--- config.mk ---
export PLATFORM = sky130hd
export DESIGN_NAME = pipe_if_fetch
export DESIGN_NICKNAME = d
export VERILOG_FILES = /design/src/rtl/pipe_if_fetch.sv
export SDC_FILE = /design/constraint.sdc
export NUM_CORES = 1
export LEC_CHECK = 0
export ABC_AREA = 1
export BUFFER_PORTS_ARGS = -buffer_cell sky130_fd_sc_hd__buf_2
export CORE_ASPECT_RATIO = 1.1
export CORE_MARGIN = 3
export CORE_UTILIZATION = 48
export CTS_CLUSTER_DIAMETER = 40
export DETAILED_ROUTE_END_ITERATION = 8
export PLACE_DENSITY = 0.86
export SLEW_MARGIN = 20
export SYNTH_ARGS = -nofsm -noshare
export SYNTH_HDL_FRONTEND = slang
export SYNTH_SLANG_ARGS = --single-unit
--- constraint.sdc ---
create_clock -name clk -period 1.6 [get_ports clk]
set_input_delay 0.32 -clock clk [delete_from_list [all_inputs] [get_ports clk]]
set_output_delay 0.32 -clock clk [all_outputs]
set_load 0.01 [all_outputs]
--- src/rtl/pipe_if_fetch.sv ---
// pipe_if_fetch: instruction-fetch control stage.
//
// Fetches the current pc from instruction memory over a req/ack handshake,
// drives the write side of the external PC register (npc/wpc), and loads the
// IF/ID register. A one-entry skid buffer absorbs a fetch that completes while
// decode is stalled; branch redirects squash IF/ID and the skid.
//
// Ports:
//   clk, clrn                 clock (rising edge), synchronous active-low reset
//   pc                        current PC read back from the PC register
//   npc, wpc                  next PC and its write enable (combinational)
//   imem_req/addr/ack/rdata   instruction memory handshake
//   br_taken, br_target       redirect request from a later stage
//   id_stall                  decode cannot accept IF/ID this cycle
//   id_valid, id_inst, id_pc4 IF/ID register contents
module pipe_if_fetch #(
    parameter int unsigned  W        = 32,
    parameter int unsigned  PC_STEP  = 4,
    parameter logic [W-1:0] NOP_INST = '0
) (
    input  logic         clk,
    input  logic         clrn,
    input  logic [W-1:0] pc,
    output logic [W-1:0] npc,
    output logic         wpc,
    output logic         imem_req,
    output logic [W-1:0] imem_addr,
    input  logic         imem_ack,
    input  logic [W-1:0] imem_rdata,
    input  logic         br_taken,
    input  logic [W-1:0] br_target,
    input  logic         id_stall,
    output logic         id_valid,
    output logic [W-1:0] id_inst,
    output logic [W-1:0] id_pc4
);

    typedef enum logic [1:0] {StReq, StHold, StDrop} state_e;

    localparam logic [W-1:0] Step = W'(PC_STEP);

    state_e       state_q;
    logic         id_valid_q;
    logic [W-1:0] id_inst_q;
    logic [W-1:0] id_pc4_q;
    logic [W-1:0] skid_inst_q;
    logic [W-1:0] skid_pc4_q;
    logic [W-1:0] tgt_q;

    logic [W-1:0] pc4;
    logic         if_free;

    assign pc4       = pc + Step;  // wraps modulo 2^W
    assign imem_addr = pc;
    // IF/ID can take a new instruction if empty or drained this cycle.
    assign if_free   = !id_valid_q || !id_stall;

    assign id_valid = id_valid_q;
    assign id_inst  = id_inst_q;
    assign id_pc4   = id_pc4_q;

    always_comb begin
        imem_req = 1'b0;
        wpc      = 1'b0;
        npc      = '0;
        if (clrn) begin
            unique case (state_q)
                StReq: begin
                    imem_req = 1'b1;
                    if (imem_ack) begin
                        wpc = 1'b1;
                        npc = br_taken ? br_target : pc4;
                    end
                end
                StDrop: begin
                    imem_req = 1'b1;
                    if (imem_ack) begin
                        wpc = 1'b1;
                        // A redirect arriving with the ack is newer than the saved one.
                        npc = br_taken ? br_target : tgt_q;
                    end
                end
                StHold: begin
                    if (br_taken) begin
                        wpc = 1'b1;
                        npc = br_target;
                    end
                end
                default: ;
            endcase
        end
    end

    always_ff @(posedge clk) begin
        if (!clrn) begin
            state_q     <= StReq;
            id_valid_q  <= 1'b0;
            id_inst_q   <= NOP_INST;
            id_pc4_q    <= '0;
            skid_inst_q <= NOP_INST;
            skid_pc4_q  <= '0;
            tgt_q       <= '0;
        end else begin
            if (id_valid_q && !id_stall) begin
                id_valid_q <= 1'b0;
            end
            unique case (state_q)
                StReq: begin
                    if (imem_ack) begin
                        if (!br_taken) begin
                            if (if_free) begin
                                id_inst_q  <= imem_rdata;
                                id_pc4_q   <= pc4;
                                id_valid_q <= 1'b1;
                            end else begin
                                skid_inst_q <= imem_rdata;
                                skid_pc4_q  <= pc4;
                                state_q     <= StHold;
                            end
                        end
                    end else if (br_taken) begin
                        // Fetch still in flight: remember where to go once it lands.
                        tgt_q   <= br_target;
                        state_q <= StDrop;
                    end
                end
                StDrop: begin
                    if (br_taken) begin
                        tgt_q <= br_target;
                    end
                    if (imem_ack) begin
                        state_q <= StReq;
                    end
                end
                StHold: begin
                    if (br_taken) begin
                        state_q <= StReq;
                    end else if (!id_stall) begin
                        id_inst_q  <= skid_inst_q;
                        id_pc4_q   <= skid_pc4_q;
                        id_valid_q <= 1'b1;
                        state_q    <= StReq;
                    end
                end
                default: state_q <= StReq;
            endcase
            // Squash wins over any load issued above.
            if (br_taken) begin
                id_valid_q  <= 1'b0;
                id_inst_q   <= NOP_INST;
                skid_inst_q <= NOP_INST;
                skid_pc4_q  <= '0;
            end
        end
    end

endmodule

* Word level (Yosys, flattened, before mapping) *
Index checks and enable logic that the tools add are counted.

storage, ports and cells
  output and inout port bits = 131
  bits of input ports = 101
  logic and storage cells = 75
  bits in registers = 163

cells by class
  add/sub/neg operators = 1
  bitwise logic cells = 2
  reductions and logical operators = 14
  equal/unequal tests = 13
  multiplexer cells = 38

operators with widths
  kind                                            number
  2-to-1 mux 32 bit                               15
  case mux 32 bit (2 select lines)                3
  case mux 32 bit (3 select lines)                1
  adder 32 x 3 -> 32 bit (second input constant)  1
  2-to-1 mux 2 bit                                7
  != test 2 bit (second input constant)           7
  != test 3 bit (second input constant)           4
  2-to-1 mux 1 bit                                9
  case mux 2 bit (3 select lines)                 1
  AND reduction 6 bit                             1
  AND reduction 5 bit                             1
  case mux 1 bit (2 select lines)                 2
  AND reduction 4 bit                             1
  nonzero test 2 bit                              2
  OR reduction 2 bit                              2
  AND reduction 3 bit                             1
  == test 2 x 1 -> 1 bit (second input constant)  1
  == test 2 bit (second input constant)           1
  zero test 1 bit                                 2
  zero test 2 bit                                 1
  inverter 1 bit                                  2
  AND reduction 2 bit                             1
  logical AND 1 bit                               1
  logical OR 1 bit                                1

* Longest topological paths before layout *
Gate-level depths: netlist of the first run.

  depth in word-level cells = 6
  mapped depth = 10
  mapped depth without buffers = 10

* Least setup slack after synthesis of the first run *
No wires, ideal clock.

  kind = input port to output port
  start point = input port pc[2]
  end point = output port npc[18]
  path buffers = 0
  cell stages on the path = 7
  setup slack = -0.159 ns
  required time = 1.280 ns
  arrival = 1.439 ns
  path through = ha_1 -> nand2_1 -> nor2_1 -> nand2_1 -> o21bai_1 -> nand3_1 -> a21oi_1

between the ends
  word-level cells in the longest chain between the ends = 5

RTL lines
  item                              RTL line  RTL
  from (decl)                       23        input logic [W-1:0] pc,
  adder 32 x 3 -> 32 bit            53        assign pc4 = pc + Step;
  2-to-1 mux 32 bit                 72        npc = br_taken ? br_target : pc4;
  2-to-1 mux 32 bit                 70        if (imem_ack) begin
  case mux 32 bit (3 select lines)  67        unique case (state_q)
  2-to-1 mux 32 bit                 66        if (clrn) begin
  to (decl)                         24        output logic [W-1:0] npc,

Every way passes these cells.

* Worst setup path after layout of the first run *
  start point = register state_q[0]
  end point = output port npc[11]

between the ends
  word-level cells in the longest chain between the ends = 3
  elaborated cells between the ends (all ways) = 5
  those cells by class = eq/ne (2); mux (2); reduce/logical (1)

RTL lines
  item                                                  RTL line  RTL
  from (decl)                                           42        state_e state_q;
  from (signal assigned)                                96        state_q <= StReq;
  from (signal assigned)                                118       state_q <= StHold;
  from (signal assigned)                                124       state_q <= StDrop;
  == test 2 x 1 -> 1 bit, or another cell as far along  67
  case mux 32 bit (3 select lines) (*)                  67
  2-to-1 mux 32 bit (*)                                 66

Every way passes the cells marked *; elsewhere a longest branch is shown, timed or not.

==> out/metrics.csv, run 1 <==
stage;metric;value;unit
logic_synthesis;synth_fp_nets;1510;
setup_path;crit_path_end;npc[11];
final_layout;finalNonFillerCells;2020;
route;drt_pass1_iterations;6;
global_routing;grt_util_all_layers;32.08;%
final_layout;layout-drive-gt1-share;38.27;%
die;floorplan.rows;51;
final_layout;area_of_all_placed_cells_without_fillers;13830;µm²
die;chipHeight;148.9;µm
die;start_util;49.68;%
global_routing;number_of_global_route_vias_before_repair;10120;
logic_synthesis;syn_inst;1408;
pwr;power-per-cell-area;863.1;nW/µm²
status;violations;negative setup slack;
logic_synthesis;netlist-cell-type-count;34;
placed_design;place_congestion;1.061;
route;detail_route.wl_per_cell;19.00;µm
sta;finalSetupViolations;161;
setup_path;ff2ff_path_depth;12;
setup_path;timing.critical_path.fanout_max;5;
setup_path;cp_data_arrival_time;1980;ps
flow_run;cap_violations;0;
cts;insertion_delay;440;ps
setup_path;cp-startpoint;state_q[0]$_SDFFE_PN0P_;
final_layout;diodes;0;
placed_design;dp_hpwl;22.44;mm
final_layout;n_fill_cell;1141;
global_routing;grt_max_degree;65;
sta;clock-skew-final;15.97;ps
placed_design;post-place-ws;-489.6;ps
sta;grt_setup_unrepaired;true;
sta;timing.setup.tns;-50460;ps
cts;clock_tree.root_cell;clkbuf_16;
worst_hold_path;worstHoldPathType;primary input to flop;
logic_synthesis;ys_ff_latch;163;
placed_design;postPlaceCellArea;11320;µm²
logic_synthesis;synthesis.area_per_instance;6.326;µm²
sta;timing.final.crit_share;144.0;%
logic_synthesis;synth_edf_count;0;
cts;numCtsBuffers;17;
pwr;design_power_total;11.94;mW
setup_path;reg2reg_from;state_q[0]$_SDFFE_PN0P_;
die;design.portCount;232;
status;run_status;finished with violations;
route;vias_per_cell;5.729;
die;design.die.area;20230;µm²
cts;clk_pin_slew_worst_paths;70;ps
route;via_count;11570;
final_layout;area.growth.synth_to_final;55.26;%
placed_design;dp.cells;1937;
cts;cts_tree;done;
sta;timing_worst_slew_pin_value;514.5;ps
global_routing;first_pass_grt_wire_length;51.45;mm
cts;clock-sinks;163;
logic_synthesis;seq_area_frac_synth;36.63;%
cts;htree_num_levels;4;
sta;worst_slew_margin_rel;65.65;%
logic_synthesis;synth-warning-count;0;
logic_synthesis;asyncSetResetFlopFracSynth;0;%
setup_path;critical_path_required;1280;ps
pwr;power.static_leakage;6.470;nW
setup_path;r2r_endpoint;id_inst[26]$_SDFFE_PP0P_;
route;antenna_violating_nets_post_route;0;
setup_path;critical_path.startpoint_type;flop;
route;postRouteWirelength;38.37;mm
logic_synthesis;syn-cell-area;8907;µm²
logic_synthesis;ys.flop_type;dfxtp_1;
route;drc;0;
sta;finalHoldViolCount;0;
setup_path;worst-r2r-setup-slack;-480;ps
global_routing;grt-ovfl-total;0;
cts;cts-hold-fix-buffers;0;
setup_path;critPathCaptureType;primary output;
setup_path;timing.setup.critical_path_class;flop to primary output;
sta;timing.final.max_slew_violations;0;
global_routing;antenna_found_initial;0;
sta;post-route-min-period;2305;ps
die;core_region_area;17930;µm²
placed_design;port_buffers;231;
sta;setup_ws;-704.7;ps
sta;max_clock_freq;433.9;MHz
cts;clockBufferDepth;2;
route;drt_first_iter_violations;1128;
final_layout;finish.net_count;1871;
die;die_width;135.9;µm
pwr;vdd_ir_drop_max;0.0007740;V
[cell usage in the layout, fill, tap and decap left out, drive strengths merged, types with 8 or more instances in the layout]
cell type / count
buf: 441
nand2: 316
a21oi: 199
nor2: 194
inv: 165
dfxtp: 163
o21ai: 155
nand3: 63
clkbuf: 32
o211ai: 8
a31oi: 8
[logic make-up (layout without fill, tap and decap cells)]
kind of cell / after synthesis / in the layout / share of synthesized area [%]
AO/OA/AOI/OAI: 384 / 384 / 22.69
adder cells (fa/ha/maj): 1 / 1 / 0.1404
flip-flops: 163 / 163 / 36.63
buffers and inverters: 273 / 647 / 14.00
AND/OR/NAND/NOR: 581 / 581 / 25.94
XOR/XNOR: 6 / 6 / 0.5900
[cells in the mapped netlist (3+ instances only)]
cell type / count / area share (%)
a211oi_1: 4 / 0.34
dfxtp_1: 163 / 37
a21oi_1: 197 / 11
nor2_1: 190 / 8.0
xor2_1: 5 / 0.49
o21ai_0: 148 / 8.3
o21ai_1: 5 / 0.28
nand4_1: 3 / 0.21
o211ai_1: 8 / 0.67
nand3_1: 63 / 3.5
buf_1: 4 / 0.17
inv_1: 154 / 6.5
o21bai_1: 5 / 0.42
inv_2: 6 / 0.25
nand2_1: 313 / 13
o211a_1: 4 / 0.45
a31oi_1: 8 / 0.56
buf_2: 22 / 1.2
buf_4: 42 / 3.5
nor2_2: 3 / 0.21
buf_6: 5 / 0.63
clkbuf_1: 40 / 1.7
[critical path, stage by stage, from the launching register on]
cell	delay, ps
dfxtp_4	350
inv_4	60
nand2_4	60
nor2_4	190
nand2_4	100
clkinv_4	110
buf_12	140
buf_16	140
nand2_2	90
a21oi_2	170
buf_2	140
[report_power, final]
part / switching, mW / internal [mW] / total (mW)
Combinational: 1.87 / 1.43 / 3.30
Clock: 1.88 / 2.30 / 4.18
Sequential: 0.150 / 4.30 / 4.45
Total: 3.90 / 8.04 / 11.9
[layer usage]
| layer | GRT usage (%) | up-vias | share of wire [%] | wire (µm) |
|---|---|---|---|---|
| li1 | - | 5219 | - | - |
| met1 | 37.19 | 5335 | 35 | 13290 |
| met2 | 52.69 | 810 | 47 | 18110 |
| met3 | 7.861 | 209 | 10 | 4005 |
| met4 | 20.77 | 0 | 7.7 | 2968 |
| met5 | 0 | - | 0 | 0 |
[stage by stage]
stage	util (%)	hold WS (ps)
floorplan	-	402.2
global placement	63.16	431.3
detailed placement	63.16	439.5
CTS	71.29	118.7
global route	77.13	143.0
finish	77.13	129.9
[timing repair]
action / 4_1_cts / 5_1_grt
gates cloned: 14 / 15
buffers inserted: 14 / 13
pin swaps: 12 / 34
gates resized for setup: 129 / 175
endpoints found under the setup margin: 147 / 162
[layout make-up]
type | count | area, µm² | share of cell area, %
multi-input combinational | 972 | 5340 | 38.61
timing repair buffer | 454 | 3701 | 26.76
sequential | 163 | 3268 | 23.63
inverter | 160 | 625.6 | 4.524
clock buffer | 21 | 470.5 | 3.402
tap | 238 | 297.8 | 2.153
clock inverter | 11 | 115.1 | 0.8324
timing repair inverter | 1 | 11.26 | 0.08143
[registers in the layout, summed over array words and instances (netlist names)]
name,flops
id_inst,32
id_pc4,32
id_valid,1
skid_inst_q,32
skid_pc4_q,32
state_q,2
tgt_q,32
[worst min-delay path by stage]
| stage | cells past startpoint | slack [ps] | start | to |
|---|---|---|---|---|
| 3_3_place_gp | 2 | 430 | skid_inst_q[27]$_SDFFE_PP0P_ | skid_inst_q[27]$_SDFFE_PP0P_ |
| 2_1_floorplan | 1 | 400 | imem_ack | state_q[1]$_SDFFE_PN0P_ |
| 5_1_grt | 3 | 140 | imem_rdata[18] | skid_inst_q[18]$_SDFFE_PP0P_ |
| 6_report | 3 | 130 | imem_rdata[17] | skid_inst_q[17]$_SDFFE_PP0P_ |
| 4_1_cts | 3 | 120 | imem_rdata[18] | skid_inst_q[18]$_SDFFE_PP0P_ |
| 3_5_place_dp | 2 | 440 | skid_inst_q[21]$_SDFFE_PP0P_ | skid_inst_q[21]$_SDFFE_PP0P_ |
Note: power is estimated with default switching activity, not from simulation.
==> inputs of run 2 (changes only) <==
- PLACE_DENSITY: 0.86 -> 0.76
==> out/metrics.csv, run 2 (synthesis gave the netlist of run 1 again) <==
stage;metric;value;unit
status;violations;negative setup slack;
cts;cts_tree;done;
setup_path;timing.critical_path.fanout_max;7;
pwr;design_power_total;12.52;mW
global_routing;grt_util_all_layers;31.48;%
pwr;seqPwrFrac;35.8;%
setup_path;timing.setup.critical_path_class;flop to primary output;
final_layout;layout-drive-gt1-share;44.69;%
global_routing;grt_max_degree;78;
cts;clock-sinks;163;
cts;insertion_delay;450;ps
final_layout;n_fill_cell;1084;
final_layout;multiInputGateArea;5918;µm²
placed_design;place_congestion;0.9536;
final_layout;seq_area;3271;µm²
setup_path;worst-r2r-setup-slack;-490;ps
global_routing;grt-ovfl-total;0;
setup_path;critPathCaptureType;primary output;
final_layout;leading_cell_type_in_the_layout_fill_and_taps_excluded;nand2_1;
global_routing;antenna_found_initial;0;
sta;post-route-min-period;2227;ps
worst_hold_path;hold_path_startpoint;imem_rdata[20];
die;core_region_area;17930;µm²
sta;timing.final.crit_share;139.2;%
final_layout;finish.utilization;81.56;%
cts;numCtsBuffers;17;
setup_path;critical_path.startpoint_type;flop;
global_routing;number_of_global_route_vias_before_repair;9841;
route;detail_route.wl_per_cell;19.76;µm
pwr;pwr-share-clk;33.9;%
die;floorplan.rows;51;
sta;clock-skew-final;14.84;ps
setup_path;r2r_endpoint;id_pc4[29]$_SDFFE_PN0P_;
die;chipHeight;148.9;µm
status;run_status;finished with violations;
pwr;power.static_leakage;6.727;nW
placed_design;port_buffers;231;
sta;timing.setup.tns;-68010;ps
route;vias_per_cell;5.760;
setup_path;critical_path_required;1280;ps
route;antenna_violating_nets_post_route;0;
worst_hold_path;whs_path_depth;3;
sta;grt_setup_unrepaired;true;
final_layout;layout_common_cells;nand2_1 (257), buf_2 (227), dfxtp_1 (161);
global_routing;first_pass_grt_wire_length;50.60;mm
worst_hold_path;worstHoldPathType;primary input to flop;
die;start_util;49.68;%
route;drt_pass1_iterations;5;
route;drt_first_iter_violations;1068;
pwr;intPower;8.314;mW
pwr;power.switching_fraction;33.59;%
die;design.die.area;20230;µm²
setup_path;reg2reg_from;state_q[0]$_SDFFE_PN0P_;
setup_path;cp_data_arrival_time;1910;ps
pwr;combinational_fraction_of_design_power;30.4;%
sta;finalHoldViolCount;0;
sta;finalSetupViolations;195;
placed_design;postPlaceCellArea;11430;µm²
cts;clockBufferDepth;2;
die;design.portCount;232;
setup_path;ff2ff_path_depth;14;
final_layout;finish.net_count;1888;
placed_design;dp_hpwl;22.11;mm
sta;finalHoldWorstSlack;128.6;ps
sta;setup_ws;-626.5;ps
pwr;vdd_ir_drop_max;0.0008063;V
final_layout;area.growth.synth_to_final;64.19;%
sta;worst_slew_margin_rel;53.42;%
flow_run;cap_violations;0;
sta;timing_worst_slew_pin_value;681.0;ps
cts;clk_pin_slew_worst_paths;70;ps
sta;timing.final.max_slew_violations;0;
worst_hold_path;worst_hold_path.endpoint;skid_inst_q[20]$_SDFFE_PP0P_;
cts;clock_tree.root_cell;clkbuf_16;
pwr;p_sw;4.205;mW
route;postRouteWirelength;40.24;mm
final_layout;area_of_all_placed_cells_without_fillers;14630;µm²
route;drc;0;
final_layout;diodes;0;
pwr;power-per-cell-area;856.0;nW/µm²
route;via_count;11730;
die;die_width;135.9;µm
sta;max_clock_freq;449.1;MHz
cts;htree_num_levels;4;
==> run 2: changes by cell type in the layout (fill, tap and decap cells not counted), sizes merged <==
| cell | previous run | this run |
|---|---|---|
| clkinv | 4 | 5 |
| buf | 441 | 459 |
| bufbuf | 2 | 0 |
| bufinv | 1 | 2 |
| clkbuf | 32 | 28 |
| inv | 165 | 167 |
| nand2 | 316 | 317 |
==> run 2: worst max-delay path, stage by stage, from the launching register on <==
cell	delay (ps)
dfxtp_4	360
inv_4	60
nand2_4	60
nor2_4	110
buf_6	140
inv_4	40
nand2_4	90
clkbuf_16	170
a21oi_1	90
a21oi_2	180
buf_2	150
==> run 2: how the worst max path moves through the flow <==
stage,to,from
2_1_floorplan,npc[21],br_taken
3_3_place_gp,npc[12],pc[3]
3_5_place_dp,npc[12],pc[3]
4_1_cts,npc[18],state_q[0]$_SDFFE_PN0P_
5_1_grt,npc[12],state_q[0]$_SDFFE_PN0P_
6_report,npc[12],state_q[0]$_SDFFE_PN0P_
==> run 2: area by class of cell <==
class,count,area share [%]
multi-input cells,973,40.47
inverters,160,4.397
clock inverters,15,1.138
repair inverters,1,0.05989
flip-flops and latches,163,22.36
well taps,238,2.036
clock buffers,17,2.909
repair buffers,470,26.63
==> run 2: through the flow <==
| step | worst slack (ps) | std cells |
|---|---|---|
| floorplan | -11.42 | 1408 |
| global placement | -582.6 | 1943 |
| detailed placement | -575.7 | 1943 |
| CTS | -578.2 | 2008 |
| global route | -674.1 | 2037 |
| finish | -626.5 | 2037 |
==> run 2: power groups by stage <==
stage                     sequential, mW  combinational, mW  clock, mW
after detailed placement            4.53               2.42          0
after CTS                           4.44               2.94       4.20
after floorplan                     4.57               1.30          0
after global placement              4.52               2.39          0
final                               4.48               3.80       4.24
after global routing                4.49               4.00       4.38
==> run 2: timing repair <==
action,4_1_cts,5_1_grt
buffers inserted,21,28
pin swaps,38,67
gates cloned,15,13
endpoints found under the setup margin,127,161
hold buffers,0,0
gates resized for setup,137,372
==> run 2: layer usage <==
layer / part of all wire, % / vias to the layer above / track usage [%]
met5: 0 / - / 0
met1: 35 / 5469 / 38.68
met3: 9.5 / 207 / 6.680
li1: - / 5281 / -
met4: 6.1 / 0 / 10.43
met2: 49 / 776 / 54.83
==> inputs of run 3 (changes only) <==
- ABC_AREA: 1 -> not set
- CORE_UTILIZATION: 48 -> 47
- PLACE_DENSITY: 0.76 -> 0.77
==> out/metrics.csv, run 3 <==
stage;metric;value;unit
status;run_status;finished with violations;
status;violations;negative setup slack;
route;via_count;9545;
worst_hold_path;worstHoldPathType;primary input to flop;
logic_synthesis;synth_xor_xnor_area_share;2.343;%
cts;clock-sinks;163;
setup_path;cp_data_arrival_time;1960;ps
logic_synthesis;synth-warning-count;0;
route;drc;0;
logic_synthesis;synth_most_common_cell;nand2_1;
sta;post-route-min-period;2282;ps
route;postRouteWirelength;31.62;mm
worst_hold_path;hold_path_startpoint;imem_rdata[10];
final_layout;finish.net_count;1462;
setup_path;reg2reg_from;state_q[0]$_SDFFE_PN0P_;
logic_synthesis;netlist-cell-type-count;53;
logic_synthesis;synth.top_cell.area_share;41.56;%
cts;clockBufferDepth;2;
logic_synthesis;synthesis.area_per_instance;7.571;µm²
placed_design;dp_hpwl;20.24;mm
logic_synthesis;ys_ff_latch;163;
global_routing;grt_max_degree;55;
cts;numCtsBuffers;17;
die;core_region_area;16040;µm²
die;die_width;129.2;µm
route;detail_route.wl_per_cell;20.10;µm
logic_synthesis;synth_top_family_by_area;simple AND/OR/NAND/NOR gates;
pwr;power.static_leakage;5.075;nW
final_layout;leading_cell_type_in_the_layout_fill_and_taps_excluded;nand2_1;
setup_path;critPathCaptureType;primary output;
final_layout;finish.utilization;75.26;%
cts;clk_pin_slew_worst_paths;80;ps
cts;cts-hold-fix-buffers;0;
die;start_util;48.96;%
placed_design;port_buffers;231;
logic_synthesis;synthAdderAreaFrac;0.1594;%
logic_synthesis;post_synth_mux_area_share;0;%
sta;max_clock_freq;438.3;MHz
logic_synthesis;asyncSetResetFlopFracSynth;0;%
logic_synthesis;synth_largest_area_cell;dfxtp_1;
final_layout;layout-drive-gt1-share;40.64;%
logic_synthesis;commonest_cells_in_the_netlist;nand2_1 (240), dfxtp_1 (163), a21oi_1 (112), nor2_1 (91), clkbuf_1 (73);
die;design.portCount;232;
setup_path;critical_path_required;1280;ps
final_layout;area.growth.synth_to_final;53.70;%
global_routing;grt-ovfl-total;0;
cts;cts_tree;done;
sta;timing.final.max_slew_violations;0;
sta;clock-skew-final;11.97;ps
logic_synthesis;seq_area_frac_synth;41.56;%
global_routing;antenna_found_initial;0;
flow_run;cap_violations;0;
pwr;design_power_total;10.50;mW
logic_synthesis;share_of_synthesized_cell_area_in_and_or_nand_and_nor_gates;24.64;%
logic_synthesis;synth_edf_count;0;
die;chipHeight;141.6;µm
sta;finalHoldViolCount;0;
sta;grt_setup_unrepaired;true;
sta;finalHoldWorstSlack;125.7;ps
route;drt_first_iter_violations;867;
logic_synthesis;synth_compound_area_share;23.73;%
cts;clock_tree.root_cell;clkbuf_16;
logic_synthesis;syn-cell-area;7851;µm²
die;design.die.area;18290;µm²
setup_path;timing.critical_path.fanout_max;8;
logic_synthesis;synth_fp_nets;1139;
pwr;vdd_ir_drop_max;0.0007080;V
sta;timing.final.crit_share;142.6;%
sta;worst_slew_margin_rel;63.87;%
logic_synthesis;syn_inst;1037;
pwr;power-per-cell-area;870.5;nW/µm²
cts;htree_num_levels;4;
setup_path;cp-startpoint;state_q[0]$_SDFFE_PN0P_;
setup_path;timing.setup.critical_path_class;flop to primary output;
global_routing;number_of_global_route_vias_before_repair;8753;
route;drt_pass1_iterations;6;
sta;timing_worst_slew_pin_value;538.0;ps
placed_design;post-place-ws;-634.3;ps
global_routing;grt_util_all_layers;31.49;%
final_layout;layout_common_cells;nand2_1 (226), buf_2 (222), dfxtp_1 (161);
sta;setup_ws;-681.8;ps
final_layout;diodes;0;
route;vias_per_cell;6.068;
route;antenna_violating_nets_post_route;0;
setup_path;critical_path.startpoint_type;flop;
cts;insertion_delay;440;ps
global_routing;first_pass_grt_wire_length;45.86;mm
die;floorplan.rows;48;
placed_design;place_congestion;0.9456;
setup_path;worst-r2r-setup-slack;-270;ps
logic_synthesis;ys.flop_type;dfxtp_1;
logic_synthesis;synth.top_cells.by_area;dfxtp_1 (42%), nand2_1 (11%), a21oi_1 (7.1%), nor2_1 (4.4%), a311oi_1 (3.6%);
sta;finalSetupViolations;152;
-- run 3: cell types whose count changed in the layout (fill, tap and decap cells not counted), moves of 17 or more --
| cell | previous run | this run |
|---|---|---|
| o21ai_0 | 66 | 17 |
| inv_1 | 150 | 3 |
| nor2_1 | 144 | 82 |
| a21oi_2 | 75 | 7 |
| nand2_2 | 30 | 12 |
| a311oi_1 | 0 | 31 |
| o21ai_2 | 52 | 4 |
| a22oi_1 | 0 | 17 |
| buf_4 | 149 | 132 |
| nor2_4 | 30 | 2 |
| nand2_4 | 27 | 2 |
| nand2_1 | 257 | 226 |
-- run 3: timing repair --
action | in CTS | in global routing
endpoints found under the hold margin | 0 | 0
gates resized for setup | 64 | 60
gates cloned | 10 | 8
setup endpoints to repair | 98 | 158
pin swaps | 25 | 20
setup buffers | 15 | 11
-- run 3: final timing paths --
check,endpoint,cells past startpoint
setup / recovery,npc[31],9
hold / removal,skid_inst_q[10]$_SDFFE_PP0P_,3
hold reg to reg,tgt_q[19]$_SDFFE_PN0P_,2
setup reg to reg,id_pc4[22]$_SDFFE_PN0P_,7
-- run 3: power by group --
group	leakage, nW	switching [mW]	internal [mW]
combinational	3.44	1.02	0.840
sequential	1.33	0.0782	4.20
clock	0.308	1.96	2.41
total	5.08	3.05	7.45
-- run 3: cell type report --
type,count,area [µm²]
Tap cell,200,250.2
Multi-Input combinational cell,753,4613
Inverter,4,15.01
Clock buffer,17,425.4
Clock inverter,15,210.2
Timing Repair Buffer,421,3288
Fill cell,1103,3968
Sequential cell,163,3266
-- run 3: critical path: stages, from the launching register on --
cell and delay, ps:
dfxtp_2 340, nand2b_4 130, buf_6 110, buf_6 110, nor2b_4 50, buf_6 130
a21o_1 220, a32oi_1 190, nand3_2 110, buf_6 140
-- run 3: kinds of logic after synthesis --
kind of cell,Yosys count
compound gates,290
xor+xnor,21
fa+ha+maj,1
buf+inv,122
flops,163
simple gates,440
-- run 3: per-stage QoR --
stage	TNS, ps	std cells	cell area (µm²)
floorplan	-3443	1037	8358
global placement	-36200	1497	10310
detailed placement	-39260	1497	10310
CTS	-26540	1554	11600
global route	-41690	1573	12070
finish	-32670	1573	12070
-- run 3: per-layer routing --
metal	GRT usage, %	vias to the layer above	wire (µm)
met4	12.05	0	1153
li1	-	4300	-
met2	52.43	666	15580
met3	6.777	99	3310
met5	0	-	0
met1	39.85	4480	11580
